--- config.mk ---
export PLATFORM = sky130hd
export DESIGN_NAME = drv7seg_scan
export DESIGN_NICKNAME = d
export VERILOG_FILES = /design/src/rtl/drv7seg_pkg.sv /design/src/rtl/drv7seg_dec.sv /design/src/rtl/drv7seg_scan.sv
export SDC_FILE = /design/constraint.sdc
export NUM_CORES = 1
export LEC_CHECK = 0
export CAP_MARGIN = 30
export CORE_UTILIZATION = 25
export CTS_CLUSTER_DIAMETER = 80
export DETAILED_ROUTE_END_ITERATION = 7
export MAX_ROUTING_LAYER = met4
export PLACE_DENSITY = 0.55
export SLEW_MARGIN = 20
export SYNTH_ARGS = -nofsm -noshare
export SYNTH_HDL_FRONTEND = slang
export SYNTH_SLANG_ARGS = --single-unit
--- constraint.sdc ---
create_clock -name I_CLK -period 4.5 [get_ports I_CLK]
set_input_delay 0.45 -clock I_CLK [delete_from_list [all_inputs] [get_ports I_CLK]]
set_output_delay 0.45 -clock I_CLK [all_outputs]
set_load 0.02 [all_outputs]
--- src/rtl/drv7seg_pkg.sv ---
// Shared constants for the multiplexed 7-segment scan driver.
//
// Contents:
//   SEG_A / SEG_G / SEG_DP  bit positions inside the {dp,g,f,e,d,c,b,a} segment byte
//   glyph_t                 7-bit active-high glyph {g,f,e,d,c,b,a}
//   SEG_TABLE               hex glyphs 0-9, A, b, C, d, E, F (active high)
//   blink_phase_e           blink phase, used only when DRV7SEG_BLINK_EN is defined
package drv7seg_pkg;

    localparam int unsigned SEG_A   = 0;
    localparam int unsigned SEG_G   = 6;
    localparam int unsigned SEG_DP  = 7;
    localparam int unsigned GLYPH_W = 7;

    typedef logic [GLYPH_W-1:0] glyph_t;

    // Index is the nibble value; bit 0 is segment a.
    localparam glyph_t SEG_TABLE [16] = '{
        7'h3F,  // 0
        7'h06,  // 1
        7'h5B,  // 2
        7'h4F,  // 3
        7'h66,  // 4
        7'h6D,  // 5
        7'h7D,  // 6
        7'h07,  // 7
        7'h7F,  // 8
        7'h6F,  // 9
        7'h77,  // A
        7'h7C,  // b
        7'h39,  // C
        7'h5E,  // d
        7'h79,  // E
        7'h71   // F
    };

    typedef enum logic {
        PhaseOff = 1'b0,
        PhaseOn  = 1'b1
    } blink_phase_e;

endpackage

--- src/rtl/drv7seg_dec.sv ---
// Nibble to 7-segment glyph decoder, active-high, purely combinational.
//
// Ports:
//   nib_i  hex value 0..F
//   seg_o  glyph {g,f,e,d,c,b,a}, 1 = segment lit
module drv7seg_dec
    import drv7seg_pkg::*;
(
    input  logic [3:0] nib_i,
    output glyph_t     seg_o
);

    assign seg_o = SEG_TABLE[nib_i];

endmodule

--- src/rtl/drv7seg_scan.sv ---
// Time-multiplexed 7-segment display driver.
//
// Scans NDIG digits, SCAN_DIV clocks per digit slot. The first cycle of every slot is a
// dead cycle with all commons off; brightness is a PWM window inside the slot. Display data
// is captured into shadow registers once per frame so a frame never shows mixed data.
// Outputs are registered and lag the internal scan counters by one cycle.
//
// Build option: define DRV7SEG_BLINK_EN to add I_BLINK, parameter BLINK_FRAMES and the
// per-digit blink logic. Without it the block has no blink port and no frame counter.
//
// Ports:
//   I_CLK      clock
//   I_RESET    asynchronous active-high reset
//   I_DIGITS   4*NDIG bits, nibble k = hex value of digit k (digit 0 at the LSBs)
//   I_DOTS     decimal point per digit, 1 = lit
//   I_DRVEN    digit enable, 0 = blank
//   I_BRIGHT   brightness level, lit window scales with I_BRIGHT+1
//   I_LZB      leading-zero blanking enable
//   I_BLINK    per-digit blink select (DRV7SEG_BLINK_EN only)
//   O_COM      digit commons, polarity per COM_ACT_LOW
//   O_DRV7SEG  segments {dp,g,f,e,d,c,b,a}, polarity per SEG_ACT_LOW
//   O_FRAME    one-cycle pulse after the last cycle of a full scan
module drv7seg_scan
    import drv7seg_pkg::*;
#(
    parameter int NDIG        = 4,
    parameter int SCAN_DIV    = 1953,
    parameter int BRIGHT_W    = 3,
    parameter int COM_ACT_LOW = 1,
    parameter int SEG_ACT_LOW = 1
`ifdef DRV7SEG_BLINK_EN
    ,
    parameter int BLINK_FRAMES = 64
`endif
) (
    input  logic                I_CLK,
    input  logic                I_RESET,
    input  logic [4*NDIG-1:0]   I_DIGITS,
    input  logic [NDIG-1:0]     I_DOTS,
    input  logic [NDIG-1:0]     I_DRVEN,
    input  logic [BRIGHT_W-1:0] I_BRIGHT,
    input  logic                I_LZB,
`ifdef DRV7SEG_BLINK_EN
    input  logic [NDIG-1:0]     I_BLINK,
`endif
    output logic [NDIG-1:0]     O_COM,
    output logic [7:0]          O_DRV7SEG,
    output logic                O_FRAME
);

    localparam int SLOT_W = $clog2(SCAN_DIV);
    localparam int DIG_W  = (NDIG > 1) ? $clog2(NDIG) : 1;
    // Wide enough for SCAN_DIV * 2^BRIGHT_W without overflow.
    localparam int CMP_W  = SLOT_W + BRIGHT_W + 1;

    localparam logic [NDIG-1:0] COM_OFF = (COM_ACT_LOW != 0) ? {NDIG{1'b1}} : {NDIG{1'b0}};
    localparam logic [7:0]      SEG_OFF = (SEG_ACT_LOW != 0) ? 8'hFF : 8'h00;

    // Scan counters
    logic [SLOT_W-1:0]   slot_cnt_q, slot_cnt_d;
    logic [DIG_W-1:0]    dig_q, dig_d;
    logic                slot_wrap;
    logic                frame_end;

    // Shadow copies of the display inputs, refreshed once per frame
    logic [4*NDIG-1:0]   sh_digits_q, sh_digits_d;
    logic [NDIG-1:0]     sh_dots_q, sh_dots_d;
    logic [NDIG-1:0]     sh_drven_q, sh_drven_d;
    logic [BRIGHT_W-1:0] sh_bright_q, sh_bright_d;
    logic                sh_lzb_q, sh_lzb_d;

    // Registered outputs
    logic [NDIG-1:0]     com_q, com_d;
    logic [7:0]          seg_q, seg_d;
    logic                frame_q, frame_d;

    // Per-digit selection for the digit currently being scanned
    logic [NDIG-1:0]     upper_zero;
    logic [3:0]          cur_nib;
    logic                cur_dot;
    logic                cur_en;
    logic                cur_upper_zero;
    logic                cur_blink_off;
    glyph_t              cur_glyph;

    logic [CMP_W-1:0]    lit_lhs;
    logic [CMP_W-1:0]    lit_rhs;
    logic                lit;
    logic                blank;
    logic                dot_on;
    logic [NDIG-1:0]     com_ah;
    logic [7:0]          seg_ah;

    // ------------------------------------------------------------------
    // Scan counters and frame snapshot
    // ------------------------------------------------------------------
    always_comb begin
        slot_wrap  = (slot_cnt_q == SLOT_W'(SCAN_DIV - 1));
        frame_end  = slot_wrap && (dig_q == DIG_W'(NDIG - 1));

        slot_cnt_d = slot_wrap ? '0 : slot_cnt_q + 1'b1;

        dig_d = dig_q;
        if (slot_wrap) begin
            dig_d = (dig_q == DIG_W'(NDIG - 1)) ? '0 : dig_q + 1'b1;
        end

        sh_digits_d = sh_digits_q;
        sh_dots_d   = sh_dots_q;
        sh_drven_d  = sh_drven_q;
        sh_bright_d = sh_bright_q;
        sh_lzb_d    = sh_lzb_q;
        if (frame_end) begin
            sh_digits_d = I_DIGITS;
            sh_dots_d   = I_DOTS;
            sh_drven_d  = I_DRVEN;
            sh_bright_d = I_BRIGHT;
            sh_lzb_d    = I_LZB;
        end
    end

    // ------------------------------------------------------------------
    // Blink phase (optional)
    // ------------------------------------------------------------------
`ifdef DRV7SEG_BLINK_EN
    localparam int BF_W = (BLINK_FRAMES > 1) ? $clog2(BLINK_FRAMES) : 1;

    logic [NDIG-1:0] sh_blink_q, sh_blink_d;
    logic [BF_W-1:0] blink_cnt_q, blink_cnt_d;
    blink_phase_e    phase_q, phase_d;

    always_comb begin
        sh_blink_d  = frame_end ? I_BLINK : sh_blink_q;
        blink_cnt_d = blink_cnt_q;
        phase_d     = phase_q;
        if (frame_end) begin
            if (blink_cnt_q == BF_W'(BLINK_FRAMES - 1)) begin
                blink_cnt_d = '0;
                phase_d     = (phase_q == PhaseOn) ? PhaseOff : PhaseOn;
            end else begin
                blink_cnt_d = blink_cnt_q + 1'b1;
            end
        end
    end

    always_ff @(posedge I_CLK or posedge I_RESET) begin
        if (I_RESET) begin
            sh_blink_q  <= '0;
            blink_cnt_q <= '0;
            phase_q     <= PhaseOn;
        end else begin
            sh_blink_q  <= sh_blink_d;
            blink_cnt_q <= blink_cnt_d;
            phase_q     <= phase_d;
        end
    end
`endif

    // ------------------------------------------------------------------
    // Current digit data
    // ------------------------------------------------------------------
    // upper_zero[k]: nibbles k..NDIG-1 of the shadow data are all zero.
    always_comb begin
        upper_zero = '0;
        upper_zero[NDIG-1] = (sh_digits_q[4*(NDIG-1) +: 4] == 4'h0);
        for (int k = NDIG - 2; k >= 0; k--) begin
            upper_zero[k] = upper_zero[k+1] && (sh_digits_q[4*k +: 4] == 4'h0);
        end
    end

    always_comb begin
        cur_nib        = '0;
        cur_dot        = 1'b0;
        cur_en         = 1'b0;
        cur_upper_zero = 1'b0;
        cur_blink_off  = 1'b0;
        for (int k = 0; k < NDIG; k++) begin
            if (dig_q == DIG_W'(k)) begin
                cur_nib        = sh_digits_q[4*k +: 4];
                cur_dot        = sh_dots_q[k];
                cur_en         = sh_drven_q[k];
                cur_upper_zero = upper_zero[k];
`ifdef DRV7SEG_BLINK_EN
                cur_blink_off  = sh_blink_q[k] && (phase_q == PhaseOff);
`endif
            end
        end
    end

    drv7seg_dec u_dec (
        .nib_i (cur_nib),
        .seg_o (cur_glyph)
    );

    // ------------------------------------------------------------------
    // Output stage: PWM window, blanking, polarity
    // ------------------------------------------------------------------
    always_comb begin
        // Lit while slot_cnt * 2^BRIGHT_W < SCAN_DIV * (bright + 1), never on slot_cnt 0.
        lit_lhs = CMP_W'({slot_cnt_q, {BRIGHT_W{1'b0}}});
        lit_rhs = CMP_W'(SCAN_DIV) * (CMP_W'(sh_bright_q) + CMP_W'(1));
        lit     = (slot_cnt_q != '0) && (lit_lhs < lit_rhs);

        blank  = !cur_en || (sh_lzb_q && (dig_q != '0) && cur_upper_zero) || cur_blink_off;
        // A leading-zero-blanked digit may still show its dot; a disabled or blinked-off
        // digit may not.
        dot_on = cur_dot && cur_en && !cur_blink_off;

        seg_ah              = '0;
        seg_ah[SEG_DP]      = dot_on;
        seg_ah[SEG_G:SEG_A] = blank ? '0 : cur_glyph;

        com_ah = '0;
        for (int k = 0; k < NDIG; k++) begin
            com_ah[k] = (dig_q == DIG_W'(k));
        end

        if (!lit) begin
            com_ah = '0;
            seg_ah = '0;
        end

        com_d   = (COM_ACT_LOW != 0) ? ~com_ah : com_ah;
        seg_d   = (SEG_ACT_LOW != 0) ? ~seg_ah : seg_ah;
        frame_d = frame_end;
    end

    always_ff @(posedge I_CLK or posedge I_RESET) begin
        if (I_RESET) begin
            slot_cnt_q  <= '0;
            dig_q       <= '0;
            sh_digits_q <= '0;
            sh_dots_q   <= '0;
            sh_drven_q  <= '0;
            sh_bright_q <= '0;
            sh_lzb_q    <= 1'b0;
            com_q       <= COM_OFF;
            seg_q       <= SEG_OFF;
            frame_q     <= 1'b0;
        end else begin
            slot_cnt_q  <= slot_cnt_d;
            dig_q       <= dig_d;
            sh_digits_q <= sh_digits_d;
            sh_dots_q   <= sh_dots_d;
            sh_drven_q  <= sh_drven_d;
            sh_bright_q <= sh_bright_d;
            sh_lzb_q    <= sh_lzb_d;
            com_q       <= com_d;
            seg_q       <= seg_d;
            frame_q     <= frame_d;
        end
    end

    assign O_COM     = com_q;
    assign O_DRV7SEG = seg_q;
    assign O_FRAME   = frame_q;

endmodule
== Word level (Yosys, flattened, before mapping) ==
Memories as Yosys holds them, arrays and structs flattened.
Index checks and enable logic that the tools add are counted.

* Register bits: 54
* ROM bits: 112
* Input port bits: 30
* Logic and storage cells: 64
* Memories: 1

{| class="wikitable"
|+ Memories
! name !! depth !! width !! read ports !! clocked after Yosys merged registers in !! write ports !! line !! text
|-
| (name not given) || 16 || 7 || 1 || 0 || 0 || drv7seg_dec.sv:13 || <nowiki>assign seg_o = SEG_TABLE[nib_i];</nowiki>
|}

* Add/subtract/negate cells: 3
* Multiply operators: 1
* Magnitude comparators: 2
* Eq/ne operators: 4
* Mux-type cells: 23
* Bitwise logic cells: 3
* Reduce and logical (&&, ||, !) cells: 17

{| class="wikitable"
|+ Operator list
! kind !! number
|-
| $mux 7 || 3
|-
| $mux 4 || 5
|-
| $logic_not 4->1 || 4
|-
| $lt 14x15->1 || 1
|-
| $mul 11x4->15 const A || 1
|-
| $mux 1 || 12
|-
| $add 11x1->11 const B || 1
|-
| $eq 11x11->1 const B || 1
|-
| $mux 11 || 1
|-
| $reduce_bool 11->1 || 1
|-
| $logic_and 1x1->1 || 8
|-
| $mux 8 || 1
|-
| $not 8->8 || 1
|-
| $ge 5x5->1 const B || 1
|-
| $not 4->5 || 1
|-
| $add 3x1->4 const B || 1
|-
| $eq 2x2->1 const B || 2
|-
| $not 4->4 || 1
|-
| $add 2x1->2 const B || 1
|-
| $eq 2x1->1 const B || 1
|-
| $logic_not 2->1 || 1
|-
| $mux 2 || 1
|-
| $reduce_bool 2->1 || 1
|-
| $logic_not 1->1 || 1
|-
| $logic_or 1x1->1 || 1
|}

== Longest topological paths before layout ==
Gate-level depths: netlist of the first run.

* Depth after elaboration: 13
* Depth in mapped cells: 18
* Gate-level depth less buffers: 17

== Cells and area by module ==
A second synthesis of the first run with hierarchy kept.

* Cell total of the unflattened synthesis: 342
* Area, all modules: 3633.5 µm²

{| class="wikitable"
|+ Modules (own cells, without submodules)
! module !! times used !! cells each !! area an instance (µm²) !! sequential area each (µm²)
|-
| drv7seg_scan || 1 || 309 || 3345.7 || 1366.3
|-
| drv7seg_dec || 1 || 33 || 287.8 || 0.0
|}

== Worst setup path after synthesis of the first run ==
No wires, ideal clock.

* Kind: reg2reg
* Start: reg sh_bright_q[0]
* End: reg seg_q[0] (netlist: O_DRV7SEG[0])
* Library setup time: 100 ps
* Arrival time: 4272 ps
* Required time: 4400 ps
* Setup slack: 127 ps
* Stages on the path, launching flop included: 19
* Path buffers: 1
* Period minus slack after synthesis: 4373 ps
* Path through: dfrtp_1 > ha_1 > xor2_1 > inv_1 > fa_1 > inv_1 > fa_1 > inv_1 > ha_1 > a21o_1 > a21oi_1 > xnor2_1 > ha_1 > a21o_1 > a21oi_1 > o211ai_1 > o221ai_2 > buf_2 > nand3_1

* Longest elaborated chain between the ends: 6

{| class="wikitable"
|+ Ends and longest elaborated chain
! item !! line !! text
|-
| start: declaration || drv7seg_scan.sv:69 || <nowiki>logic [BRIGHT_W-1:0] sh_bright_q, sh_bright_d;</nowiki>
|-
| start signal: assignment || drv7seg_scan.sv:246 || <nowiki>sh_bright_q <= sh_bright_d;</nowiki>
|-
| $add 3x1->4 || drv7seg_scan.sv:201 || <nowiki>lit_rhs = CMP_W'(SCAN_DIV) * (CMP_W'(sh_bright_q) + CMP_W'(1));</nowiki>
|-
| $mul 11x4->15 || drv7seg_scan.sv:201 ||
|-
| $lt 14x15->1 || drv7seg_scan.sv:202 || <nowiki>lit = (slot_cnt_q != '0) && (lit_lhs < lit_rhs);</nowiki>
|-
| $logic_and 1x1->1 || drv7seg_scan.sv:202 ||
|-
| $mux 8 || drv7seg_scan.sv:218 || <nowiki>if (!lit) begin</nowiki>
|-
| $not 8->8 || drv7seg_scan.sv:224 || <nowiki>seg_d = (SEG_ACT_LOW != 0) ? ~seg_ah : seg_ah;</nowiki>
|-
| via seg_d[0] || drv7seg_scan.sv:74 || <nowiki>logic [7:0] seg_q, seg_d;</nowiki>
|-
| end signal: assignment || drv7seg_scan.sv:249 || <nowiki>seg_q <= seg_d;</nowiki>
|-
| end: declaration || drv7seg_scan.sv:74 ||
|}

The timed path passes the listed nets, and every way through them passes these cells.
A chain may end at the register's enable or synchronous reset.

== Final worst setup path of the first run ==
* Start: reg sh_bright_q[1]
* End: reg seg_q[1] (netlist: O_DRV7SEG[1])

Same word-level chain as after synthesis.

==> flow_metrics.env, run 1 <==
export IMPL_tritoncts="built"
export IMPL_clk_latency_ns=0.30
export IMPL_cp_slowest_stage_delay_ns=0.56
export IMPL_tightest_slew_ns=0.698
export IMPL_vias=2435
export IMPL_cts_buffers=5
export IMPL_finalWeightedCongestion=0.816
export IMPL_slew_headroom_pct=53.4
export IMPL_critPathBufInv=4
export IMPL_leakagePower_nw=1.95
export IMPL_syn_nets=383
export IMPL_synth_top_area_share_pct=30.8
export IMPL_nNetsFinal=429
export IMPL_max_cap_violations=0
export IMPL_cts_sinks=54
export IMPL_crit_chain="ha_4 > xor2_2 > inv_2 > fa_1 > inv_1 > fa_1 > inv_1 > ha_1 > a21o_1 > a21oi_2 > xnor2_1 > ha_1 > a21o_1 > a21oi_1 > o211ai_1 > o221ai_2 > buf_6 > nand4_1"
export IMPL_grt_start_max_net_pins=55
export IMPL_ys_ff_latch=54
export IMPL_firstDrtPassIters=4
export IMPL_ctsHtreeMaxLevel=2
export IMPL_crit_fanout=12
export IMPL_arrival_ns=4.44
export IMPL_period_share_pct=94.5
export IMPL_ioPinCount=43
export IMPL_synth_top_area_cell="dfrtp_1"
export IMPL_cts_clk_slew_worst_paths_ns=0.08
export IMPL_syn_area_per_cell_um2=10.8
export IMPL_dr_first_iter_drc_count=167
export IMPL_path_delay_family="adder cells"
export IMPL_ctsRootBufferMaster="clkbuf_16"
export IMPL_synth_warnings=0
export IMPL_status="finished, final reports clean"
export IMPL_grt_pass1_wl_um=13000
export IMPL_cts_hold_buf=0
export IMPL_start_util_pct=25.7
export IMPL_remaining_drc_errors=0
export IMPL_vdd_drop_max_mv=0.136
export IMPL_rsz0062_at_grt="no"
export IMPL_final_cell_mix="42 x clkdlybuf4s50_1, 41 x dfrtp_1, 31 x ha_1"
export IMPL_criticalPathCategory="reg2reg"
export IMPL_synth_flop_cell="dfrtp_1"
export IMPL_async_flop_share_pct=100
export IMPL_tns_ns=0
export IMPL_core_area_um2=13300
export IMPL_hpwl_um=5610
export IMPL_start_kind="flip-flop"
export IMPL_synth_edf_count=0
export IMPL_final_cell_area_um2=4250
export IMPL_routed_wl_um=7510
export IMPL_finClkSkew_ns=0.00954
export IMPL_die_h_um=119
export IMPL_holdCritPathClass="reg2reg"
export IMPL_gr_total_overflow=0
export IMPL_layout_drive_gt1_share_pct=17.6
export IMPL_ys_seq_area_share_pct=40.0
export IMPL_placed_cells=531
export IMPL_postLayoutCoreUtil_pct=32.0
export IMPL_final_common_cell="clkdlybuf4s50_1"
export IMPL_finalPower_mw=1.15
export IMPL_required_ns=4.69
export IMPL_ant_nets=0
export IMPL_whs_ns=0.520
export IMPL_synth_cell_types=49
export IMPL_finalNonFillerCells=539
export IMPL_slew_viol_final=0
export IMPL_fmax_mhz=235
export IMPL_postSynthCellCount=316
export IMPL_track_usage_pct=11.8
export IMPL_cp_slowest_cell="fa_1"
export IMPL_yosys_top_cells_area="dfrtp_1 31%, ha_1 12%, dfstp_2 9.2%"
export IMPL_placementRows=42
export IMPL_fin_crit_ns=4.25
export IMPL_placed_area_um2=4060
export IMPL_die_x_um=119
export IMPL_antenna_found_initial=0
export IMPL_setup_ws_ns=0.247
export IMPL_die_area_um2=14100
export IMPL_finalSetupViolCount=0
export IMPL_dpl_worst_slack_ns=-0.0117
export IMPL_area_growth_pct=24.4
export IMPL_wl_per_cell_um=13.9
export IMPL_nFillCells=1335
export IMPL_via_per_inst=4.52
export IMPL_portBuffers=42
export IMPL_synth_area_um2=3420
export IMPL_antenna_cells=0
export IMPL_crit_path_end_kind="flip-flop"
export IMPL_power_density_nw_per_um2=270
export IMPL_grt_pass1_vias=2616
export IMPL_cts_buffer_depth=2
export IMPL_hold_violations=0
state kept, by name (all words and copies together), names as in the netlist:
name,cells
sh_bright_q,3
dig_q,2
sh_lzb_q,1
sh_drven_q,4
O_FRAME,1
O_COM,4
sh_digits_q,16
slot_cnt_q,11
sh_dots_q,4
O_DRV7SEG,8
final cells by class:
cell class	count	area [um^2]	area share, %
clock buffers	6	150	3.53
inverters	31	116	2.74
clock inverters	2	17.5	0.412
flip-flops and latches	54	1370	32.2
well taps	176	220	5.18
multi-input cells	221	1900	44.8
repair buffers	49	477	11.2
kinds of logic after synthesis:
kind of cell / share of synthesized area, %
muxes: 12.2
and+or+nand+nor: 13.9
buffers and inverters: 5.02
adders and majority gates: 14.6
DFF: 40.0
AOI/OAI and AO/OA: 10.7
xor gates and xnor gates: 3.59
cell usage after synthesis (all sizes together), types with 6 or more instances:
cell / number
dfrtp: 42
ha: 32
inv: 31
mux2: 27
nand2: 23
nand3: 17
o21ai: 13
a21oi: 12
dfstp: 12
nor2: 11
xnor2: 9
clkbuf: 6
routing by layer:
layer / track usage [%] / routed length, um / part of all wire (%) / vias to the layer above
li1: - / - / - / 1209
met1: 15.7 / 3780 / 50 / 1184
met2: 18.8 / 3460 / 46 / 36
met3: 1.72 / 197 / 2.6 / 6
met4: 2.85 / 79 / 1.1 / 0
met5: - / 0 / 0 / -
repair_timing:
action | 4_1_cts | 5_1_grt
pin swaps | 0 | 0
hold endpoints to repair | 0 | 0
resized for setup | 2 | 5
buffers inserted | 0 | 0
endpoints found under the setup margin | 8 | 12
power by group:
part / leakage (nW) / internal (mW) / switching, mW
clock: 0.0845 / 0.245 / 0.192
combinational: 1.24 / 0.0981 / 0.0936
sequential: 0.627 / 0.507 / 0.0118
final timing paths:
path | from | endpoint | slack, ns | cells after the start
min in group asynchronous | I_RESET | O_FRAME | 0.66 | 3
hold reg to reg | sh_digits_q[2] | sh_digits_q[2] | 0.52 | 1
setup reg to reg | sh_bright_q[1] | O_DRV7SEG[1] | 0.25 | 18
hold / removal | sh_digits_q[2] | sh_digits_q[2] | 0.52 | 1
max in group asynchronous | I_RESET | sh_bright_q[1] | 3.31 | 3
setup / recovery | sh_bright_q[1] | O_DRV7SEG[1] | 0.25 | 18
(Power assumes the default switching activity.)
==> inputs of run 2 (changes only) <==
--- a/config.mk
+++ b/config.mk
@@ -9,9 +9,11 @@
 export CORE_UTILIZATION = 25
 export CTS_CLUSTER_DIAMETER = 80
 export DETAILED_ROUTE_END_ITERATION = 7
+export HOLD_SLACK_MARGIN = 0.1
 export MAX_ROUTING_LAYER = met4
 export PLACE_DENSITY = 0.55
 export SLEW_MARGIN = 20
 export SYNTH_ARGS = -nofsm -noshare
 export SYNTH_HDL_FRONTEND = slang
 export SYNTH_SLANG_ARGS = --single-unit
+export TNS_END_PERCENT = 30
==> results of run 2 <==
Same layout as run 1: the final DEF is identical, and so are final timing and power.
==> inputs of run 3 (changes only) <==
==> constraint.sdc (replaced) <==
create_clock -name I_CLK -period 3.6 [get_ports I_CLK]
set_input_delay 0.36 -clock I_CLK [delete_from_list [all_inputs] [get_ports I_CLK]]
set_output_delay 0.36 -clock I_CLK [all_outputs]
set_load 0.02 [all_outputs]
==> run 3 against run 2 <==
Compared with the run above:
- the flow now finishes with violations (negative setup slack)
- worst setup slack lost 0.55 ns
- first-iteration DRC count shrank 42%
- largest cell class unchanged
- power is 26% higher
- sequential share of layout area down 1.2 points
- design area grew 3.9%
- non-clock buffer count grew 16
- critical path type unchanged
- die area is the same
- wire length up 3.1%
- combinational power grew 46%
- clock-buffer cell count did not move
==> flow_metrics.env, run 3 (same netlist as run 1, synthesis figures left out) <==
export IMPL_start_kind="flip-flop"
export IMPL_finClkSkew_ns=0.00698
export IMPL_cts_buffer_depth=2
export IMPL_tightest_slew_ns=0.684
export IMPL_grt_start_max_net_pins=29
export IMPL_clk_latency_ns=0.29
export IMPL_die_x_um=119
export IMPL_cts_clk_slew_worst_paths_ns=0.07
export IMPL_grt_pass1_wl_um=13000
export IMPL_final_common_cell="clkdlybuf4s50_1"
export IMPL_gr_total_overflow=0
export IMPL_arrival_ns=4.09
export IMPL_rr_startpoint="sh_bright_q[0]"
export IMPL_via_per_inst=4.52
export IMPL_crit_path_end_kind="flip-flop"
export IMPL_remaining_drc_errors=0
export IMPL_ctsRootBufferMaster="clkbuf_16"
export IMPL_status="finished, violations left"
export IMPL_placementRows=42
export IMPL_criticalPathCategory="reg2reg"
export IMPL_period_share_pct=108
export IMPL_firstDrtPassIters=4
export IMPL_max_cap_violations=0
export IMPL_power_density_nw_per_um2=329
export IMPL_required_ns=3.79
export IMPL_antenna_cells=0
export IMPL_cts_sinks=54
export IMPL_rr_worst_depth=18
export IMPL_holdCritPathClass="in2async"
export IMPL_vias=2511
export IMPL_largest_register_ffs=16
export IMPL_ioPinCount=43
export IMPL_area_growth_pct=29.2
export IMPL_hold_violations=0
export IMPL_die_area_um2=14100
export IMPL_core_area_um2=13300
export IMPL_layout_drive_gt1_share_pct=22.7
export IMPL_leakagePower_nw=2.03
export IMPL_slew_headroom_pct=54.2
export IMPL_tns_ns=-3.27
export IMPL_tritoncts="built"
export IMPL_fmax_mhz=256
export IMPL_wl_per_cell_um=14.0
export IMPL_nFillCells=1357
export IMPL_violations="negative setup slack"
export IMPL_finalWeightedCongestion=0.824
export IMPL_portBuffers=42
export IMPL_slew_viol_final=0
export IMPL_hpwl_um=5960
export IMPL_final_cell_mix="42 x clkdlybuf4s50_1, 41 x dfrtp_1, 30 x ha_1"
export IMPL_nNetsFinal=445
export IMPL_ctsHtreeMaxLevel=2
export IMPL_finalPower_mw=1.45
export IMPL_cts_buffers=5
export IMPL_start_util_pct=25.7
export IMPL_cts_hold_buf=0
export IMPL_routed_wl_um=7750
export IMPL_largest_register="sh_digits_q"
export IMPL_setup_ws_ns=-0.304
export IMPL_fin_crit_ns=3.90
export IMPL_grt_pass1_vias=2597
export IMPL_ant_nets=0
export IMPL_crit_fanout=6
export IMPL_track_usage_pct=12.0
export IMPL_antenna_found_initial=0
export IMPL_vdd_drop_max_mv=0.259
export IMPL_regToRegEndpoint="O_DRV7SEG[1]"
export IMPL_r2r_slack_ns=-0.30
export IMPL_dr_first_iter_drc_count=97
export IMPL_die_h_um=119
export IMPL_finalSetupViolCount=12
export IMPL_rsz0062_at_grt="yes"
run 3: through the flow:
step	hold WS [ns]	cells	cell area [um^2]	setup slack [ns]	utilization, %
floorplan	0.471	316	3470	-0.285	-
global placement	0.489	542	4180	-0.260	31.4
detailed placement	0.498	542	4180	-0.375	31.4
CTS	0.477	553	4400	-0.297	33.1
global route	0.525	555	4420	-0.537	33.2
finish	0.455	555	4420	-0.304	33.2
run 3: repair_timing:
action | 4_1_cts | 5_1_grt
buffers inserted | 2 | 2
pin swaps | 5 | 0
setup endpoints to repair | 12 | 12
cloned | 1 | 0
resized for setup | 6 | 1
run 3: cell type report:
type	count	area (um^2)	area share (%)
clock buffer	6	150	3.40
inverter	31	116	2.64
multi-input combinational	221	1950	44.1
timing repair buffer	65	601	13.6
sequential	54	1370	31.0
clock inverter	2	12.5	0.283
tap	176	220	4.99
run 3: routing by layer:
layer	part of all wire, %	routed length (um)	vias to the layer above	global-route usage, %
li1	-	-	1235	-
met1	48	3690	1221	15.4
met2	48	3700	44	19.4
met3	3.0	231	11	1.77
met4	1.6	122	0	3.40
met5	0	0	-	-
run 3: report_power, final:
part           switching [mW]  leakage, nW  internal, mW
registers              0.0149        0.627         0.633
clock network           0.223       0.0829         0.301
logic                   0.128         1.32         0.151
run 3: worst max-delay path, cell delays in order, from the launching register on:
cell and delay, ns:
dfrtp_2 0.42, ha_4 0.18, xor2_4 0.19, inv_2 0.06, fa_1 0.50, inv_1 0.05
fa_1 0.49, inv_2 0.05, ha_4 0.21, a21o_1 0.18, a21oi_2 0.17, xnor2_1 0.14
ha_1 0.27, a21o_1 0.16, a21oi_1 0.11, o211ai_1 0.11, o221ai_2 0.25, buf_6 0.16
nand4_1 0.08
run 3: worst max path at each step:
stage / depth (start not counted) / slack (ns) / start / end
floorplan: 18 / -0.29 / sh_bright_q[0] / O_DRV7SEG[2]
global placement: 17 / -0.26 / sh_bright_q[0] / O_DRV7SEG[1]
detailed placement: 17 / -0.37 / sh_bright_q[1] / O_DRV7SEG[1]
CTS: 18 / -0.30 / sh_bright_q[0] / O_DRV7SEG[6]
global route: 18 / -0.54 / sh_bright_q[0] / O_DRV7SEG[1]
finish: 18 / -0.30 / sh_bright_q[0] / O_DRV7SEG[1]
